### src/rtl/sens_pxd_tx_pkg.sv
// Shared types for the parallel-sensor pixel transmitter: FSM encoding and pattern codes.
package sens_pxd_tx_pkg;

   typedef enum logic [2:0] {
      ST_IDLE,
      ST_FPRE,
      ST_LINE,
      ST_HBL,
      ST_VBL
   } tx_state_e;

   localparam logic [1:0] PAT_COL     = 2'd0;
   localparam logic [1:0] PAT_LINE    = 2'd1;
   localparam logic [1:0] PAT_COLLINE = 2'd2;
   localparam logic [1:0] PAT_EXT     = 2'd3;

   // delay stages ahead of the registered skew output (tap 0..3 -> 1..4 cycles total)
   localparam int unsigned SKEW_DEPTH = 3;

endpackage

### src/rtl/sens_sync_skew.sv
// Programmable 1..4 cycle delay for sync strobes; tap selects extra delay 0..3.
module sens_sync_skew
   import sens_pxd_tx_pkg::*;
#(
   parameter int unsigned W = 2
) (
   input  logic         mclk,
   input  logic         mrst,
   input  logic [W-1:0] din,
   input  logic [1:0]   tap,
   output logic [W-1:0] dout
);

   logic [W-1:0] sr [SKEW_DEPTH];

   always_ff @(posedge mclk) begin
      if (mrst) begin
         for (int i = 0; i < SKEW_DEPTH; i++) sr[i] <= '0;
         dout <= '0;
      end else begin
         sr[0] <= din;
         for (int i = 1; i < SKEW_DEPTH; i++) sr[i] <= sr[i-1];
         case (tap)
            2'd0:    dout <= din;
            2'd1:    dout <= sr[0];
            2'd2:    dout <= sr[1];
            default: dout <= sr[2];
         endcase
      end
   end

endmodule

### src/rtl/sens_pxd_tx.sv
// Pixel-bus frame generator driving pxd/hact/vact pads from a test pattern or an upstream stream.
module sens_pxd_tx
   import sens_pxd_tx_pkg::*;
#(
   parameter int unsigned PXD_WIDTH = 12,
   parameter int unsigned GEOM_BITS = 14
) (
   input  logic                 mclk,
   input  logic                 mrst,
   input  logic                 start,
   input  logic                 stop,
   input  logic                 continuous,
   input  logic [1:0]           pattern,
   input  logic [1:0]           quadrant,
   input  logic [GEOM_BITS-1:0] width_m1,
   input  logic [GEOM_BITS-1:0] height_m1,
   input  logic [GEOM_BITS-1:0] hblank_m1,
   input  logic [GEOM_BITS-1:0] vblank_m1,
   input  logic [PXD_WIDTH-1:0] px_data,
   input  logic                 px_valid,
   output logic                 px_ready,
   output logic [PXD_WIDTH-1:0] pxd_out,
   output logic                 pxd_en,
   output logic                 hact,
   output logic                 vact,
   output logic                 busy,
   output logic                 frame_done,
   output logic                 underrun
);

   tx_state_e            state_q, state_d;
   logic [GEOM_BITS-1:0] cnt_q, cnt_d, line_q, line_d;
   logic [GEOM_BITS-1:0] w_q, h_q, hb_q, vb_q;
   logic [1:0]           pat_q, quad_q;
   logic                 stop_pend_q;
   logic                 load_cfg_c, done_c;
   logic [PXD_WIDTH-1:0] pix_c;
   logic [1:0]           act_raw_c, act_skew;

   // next-state: cnt is the phase counter and doubles as col inside LINE
   always_comb begin
      state_d    = state_q;
      cnt_d      = cnt_q + GEOM_BITS'(1);
      line_d     = line_q;
      load_cfg_c = 1'b0;
      done_c     = 1'b0;
      unique case (state_q)
         ST_IDLE: begin
            cnt_d  = '0;
            line_d = '0;
            if (start) begin
               state_d    = ST_FPRE;
               load_cfg_c = 1'b1;
            end
         end
         ST_FPRE: if (cnt_q == hb_q) begin
            state_d = ST_LINE;
            cnt_d   = '0;
         end
         ST_LINE: if (cnt_q == w_q) begin
            state_d = ST_HBL;
            cnt_d   = '0;
         end
         ST_HBL: if (cnt_q == hb_q) begin
            cnt_d = '0;
            if (line_q < h_q) begin
               state_d = ST_LINE;
               line_d  = line_q + GEOM_BITS'(1);
            end else begin
               state_d = ST_VBL;
               line_d  = '0;
            end
         end
         ST_VBL: if (cnt_q == vb_q) begin
            cnt_d  = '0;
            done_c = 1'b1;
            if (continuous && !stop_pend_q) begin
               state_d    = ST_FPRE;
               load_cfg_c = 1'b1;
            end else begin
               state_d = ST_IDLE;
            end
         end
         default: begin
            state_d = ST_IDLE;
            cnt_d   = '0;
         end
      endcase
   end

   always_ff @(posedge mclk) begin
      if (mrst) begin
         state_q     <= ST_IDLE;
         cnt_q       <= '0;
         line_q      <= '0;
         w_q         <= '0;
         h_q         <= '0;
         hb_q        <= '0;
         vb_q        <= '0;
         pat_q       <= PAT_COL;
         quad_q      <= '0;
         stop_pend_q <= 1'b0;
      end else begin
         state_q <= state_d;
         cnt_q   <= cnt_d;
         line_q  <= line_d;
         if (load_cfg_c) begin
            w_q    <= width_m1;
            h_q    <= height_m1;
            hb_q   <= hblank_m1;
            vb_q   <= vblank_m1;
            pat_q  <= pattern;
            quad_q <= quadrant;
         end
         if (state_d == ST_IDLE) stop_pend_q <= 1'b0;
         else if (stop)          stop_pend_q <= 1'b1;
      end
   end

   // pixel source; pattern values wrap at the bus width
   always_comb begin
      pix_c = '0;
      case (pat_q)
         PAT_COL:     pix_c = PXD_WIDTH'(cnt_q);
         PAT_LINE:    pix_c = PXD_WIDTH'(line_q);
         PAT_COLLINE: pix_c = PXD_WIDTH'(cnt_q + line_q);
         default:     if (px_valid && px_ready) pix_c = px_data;
      endcase
   end

   always_ff @(posedge mclk) begin
      if (mrst) begin
         pxd_out    <= '0;
         pxd_en     <= 1'b0;
         busy       <= 1'b0;
         px_ready   <= 1'b0;
         frame_done <= 1'b0;
         underrun   <= 1'b0;
      end else begin
         pxd_out    <= (state_q == ST_LINE) ? pix_c : '0;
         busy       <= (state_d != ST_IDLE);
         pxd_en     <= busy;
         px_ready   <= (state_d == ST_LINE) && (pat_q == PAT_EXT);
         frame_done <= done_c;
         if (state_q == ST_IDLE && start)
            underrun <= 1'b0;
         else if (state_q == ST_LINE && pat_q == PAT_EXT && !px_valid)
            underrun <= 1'b1;
      end
   end

   assign act_raw_c = {state_q == ST_LINE,
                       state_q == ST_FPRE || state_q == ST_LINE || state_q == ST_HBL};

   sens_sync_skew #(.W(2)) u_skew (
      .mclk (mclk),
      .mrst (mrst),
      .din  (act_raw_c),
      .tap  (quad_q),
      .dout (act_skew)
   );

   assign hact = act_skew[1];
   assign vact = act_skew[0];

endmodule

### config.mk
export PLATFORM = sky130hd
export DESIGN_NAME = sens_pxd_tx
export DESIGN_NICKNAME = d
export VERILOG_FILES = /design/src/rtl/sens_pxd_tx_pkg.sv /design/src/rtl/sens_sync_skew.sv /design/src/rtl/sens_pxd_tx.sv
export SDC_FILE = /design/constraint.sdc
export NUM_CORES = 1
export LEC_CHECK = 0
export CORE_MARGIN = 2
export CORE_UTILIZATION = 58
export DETAILED_ROUTE_END_ITERATION = 12
export HOLD_SLACK_MARGIN = 0.1
export PLACE_DENSITY = 0.85
export SYNTH_ARGS = -nofsm -noshare
export SYNTH_HDL_FRONTEND = slang
export SYNTH_SLANG_ARGS = --single-unit
### constraint.sdc
create_clock -name mclk -period 6 [get_ports mclk]
set_clock_uncertainty 0.2 [all_clocks]
set_input_delay 0.9 -clock mclk [delete_from_list [all_inputs] [get_ports mclk]]
set_output_delay 0.9 -clock mclk [all_outputs]
set_load 0.005 [all_outputs]
==> out/metrics.yaml <==
reg2reg_from: "cnt_q[3]$_SDFF_PP0_"
grt_pass1_vias: 5203
nets: 835
area.growth.synth_to_final_pct: 23.67
synth_top_area_frac: 0.3860
path_cells: "xor2_1 -> nor4_1 -> nand4_1 -> o31ai_4 -> buf_12 -> mux2i_1 -> nor2_1"
powerDensity_nw_per_um2: 285.1
overflow: 0
cp-end-kind: "register"
grt_max_degree: 89
arrival_ps: 3580
finalHoldViolations: 0
h-tree-depth: 4
hold-worst-slack_ps: 266.1
synth_flop_cell: "dfxtp_1"
ir_worst_vdd_uv: 184.7
rsz0062_at_grt: "no"
fin_crit_sh: 0.5678
die-height_um: 106.3
max_freq_mhz: 293.5
gp_congestion: 0.9442
grt_pass1_wl_um: 25700
wirelength_um: 15750
drv_slew: 0
num_rows: 37
crit_start: "cnt_q[3]$_SDFF_PP0_"
dieArea_sq_um: 11300
setup_viol: 0
fin_util: 0.7335
synth_warnings: 0
clockRootBuffer: "clkbuf_8"
maxCapViolations: 0
antennaDiodeCount: 0
synthArstFlopShare: 0
cp_slowest_cell: "o31ai_4"
critPathMaxFanout: 49
clk_latency_ps: 530
cts_inserted_buffers: 17
leakage_nw: 3.052
avgRoutedWirePerCell_um: 17.94
drt_iter0_markers: 429
ys_ff_latch: 117
place_hpwl_um: 10650
holdCritPathClass: "reg2reg"
syn_inst: 656
yosysSeqAreaShare: 0.3860
power.total_mw: 2.139
cp_slowest_stage_delay_ps: 890
cts_buffer_depth: 2
max_slew_margin: 0.3720
clk_pin_slew_ps: 60
io_pins: 97
worst_pin_slew_ps: 942.0
viasPerCell: 5.967
io_buffers: 96
hold_path.startpoint: "busy$_SDFF_PP0_"
synth_area_leaders: "dfxtp_1 (39%), mux2i_1 (11%), xor2_1 (6.8%)"
start_util: 0.5931
grtUsageTotal: 0.2891
die_w_um: 106.3
vias: 5239
crit_required_ps: 6170
tns_ps: 0
start_kind: "register"
outcome: "finished clean"
cts_setup_buffers: 0
antenna_found_initial: 0
post-route-min-period_ps: 3407
core_sq_um: 10230
cts_hold_buf: 0
synth.largest_area_cell: "dfxtp_1"
firstDrtPassIters: 5
drtAntennaViolNets: 0
drc: 0
syn_area_sq_um: 6068
cts_tree: "yes"
syn_area_per_cell_sq_um: 9.250
cts_resized: 0
worst-setup-path-type: "reg2reg"
ys_types: 54
synthesis.nets: 761
layout-drive-gt1-share: 0.05256
cts.sinks: 117
synth_edf_count: 0
-- area by class of cell --
type / count / area (sq um)
clock buffer: 23 / 466.7
fill: 666 / 2726
sequential: 117 / 2342
clock inverter: 8 / 123.9
multi-input combinational: 469 / 3317
timing repair buffer: 98 / 983.4
tap: 136 / 170.2
inverter: 27 / 101.3
-- Yosys cell counts, types with 4 or more instances --
cell type	n
xnor2_1	27
nand2_1	27
dfxtp_1	117
o21ai_0	4
nand4_1	14
and4_1	4
inv_1	25
a221oi_1	10
clkbuf_1	16
o211ai_1	6
buf_2	13
a211oi_1	9
buf_6	4
a21oi_1	18
ha_1	26
buf_12	6
nor3_1	22
nand3_1	27
xor2_1	47
and3_1	8
nor2b_1	6
nor3b_1	4
mux2i_1	66
nor4_1	7
nor2_1	102
-- critical path: cells and delay by family, from the launching register on --
| kind | cells | cell delay, ps |
|---|---|---|
| AO/OA/AOI/OAI | 1 | 890 |
| AND/OR/NAND/NOR | 3 | 740 |
| XOR/XNOR | 1 | 130 |
| buffers and inverters | 1 | 380 |
| multiplexers | 1 | 250 |
| flip-flops | 1 | 590 |
-- cell families (layout without fill, tap and decap cells) --
logic type	after synthesis	in the layout	share of synthesized area
buf+inv	70	156	0.06887
fa+ha+maj	27	27	0.05691
xor+xnor	74	74	0.1068
simple gates	226	226	0.1755
mux	68	68	0.1144
compound gates	74	74	0.09155
flops	117	117	0.3860
-- report_power, final --
| group | switching [mW] | total, mW | internal, mW |
|---|---|---|---|
| clock | 0.357 | 1.02 | 0.662 |
| sequential | 0.0362 | 0.852 | 0.816 |
| combinational | 0.133 | 0.268 | 0.135 |
-- cell usage in the layout, fill, tap and decap left out, types with 16 or more instances in the layout --
cell / count
nor2_1: 102
dfxtp_1: 117
xor2_1: 47
nand2_1: 27
mux2i_1: 66
clkbuf_16: 16
a21oi_1: 18
inv_1: 25
ha_1: 26
clkdlybuf4s50_1: 95
xnor2_1: 27
nand3_1: 27
nor3_1: 22
-- registers in the layout (all words and copies together), names as in the netlist, 2 cells and up --
signal and flops:
cnt_q 14, h_q 14, hb_q 14, line_q 14, pat_q 2, pxd_out 12
quad_q 2, state_q 3, u_skew.dout 2, u_skew.sr 6, vb_q 14, w_q 14
-- per-layer routing --
metal	wire, um	track usage	up-vias
met5	0	0	-
met1	6327	0.3546	2478
met2	7667	0.4858	251
li1	-	-	2449
met3	1175	0.06254	61
met4	580	0.1306	0
-- worst paths after layout --
kind,slack [ps],cells past startpoint,end
hold / removal,270,1,pxd_en$_SDFF_PP0_
hold reg to reg,270,1,pxd_en$_SDFF_PP0_
setup / recovery,2590,7,vb_q[9]$_SDFFE_PP0P_
setup reg to reg,2590,7,vb_q[9]$_SDFFE_PP0P_
-- through the flow --
step | area [sq um] | std cells | setup WS, ps
final | 7505 | 878 | 2593
after global routing | 7505 | 878 | 2408
after CTS | 7505 | 878 | 2625
after detailed placement | 6914 | 847 | 2638
after global placement | 6914 | 847 | 2725
after floorplan | 6068 | 656 | 3606
Power figures use the tool's default switching activity.
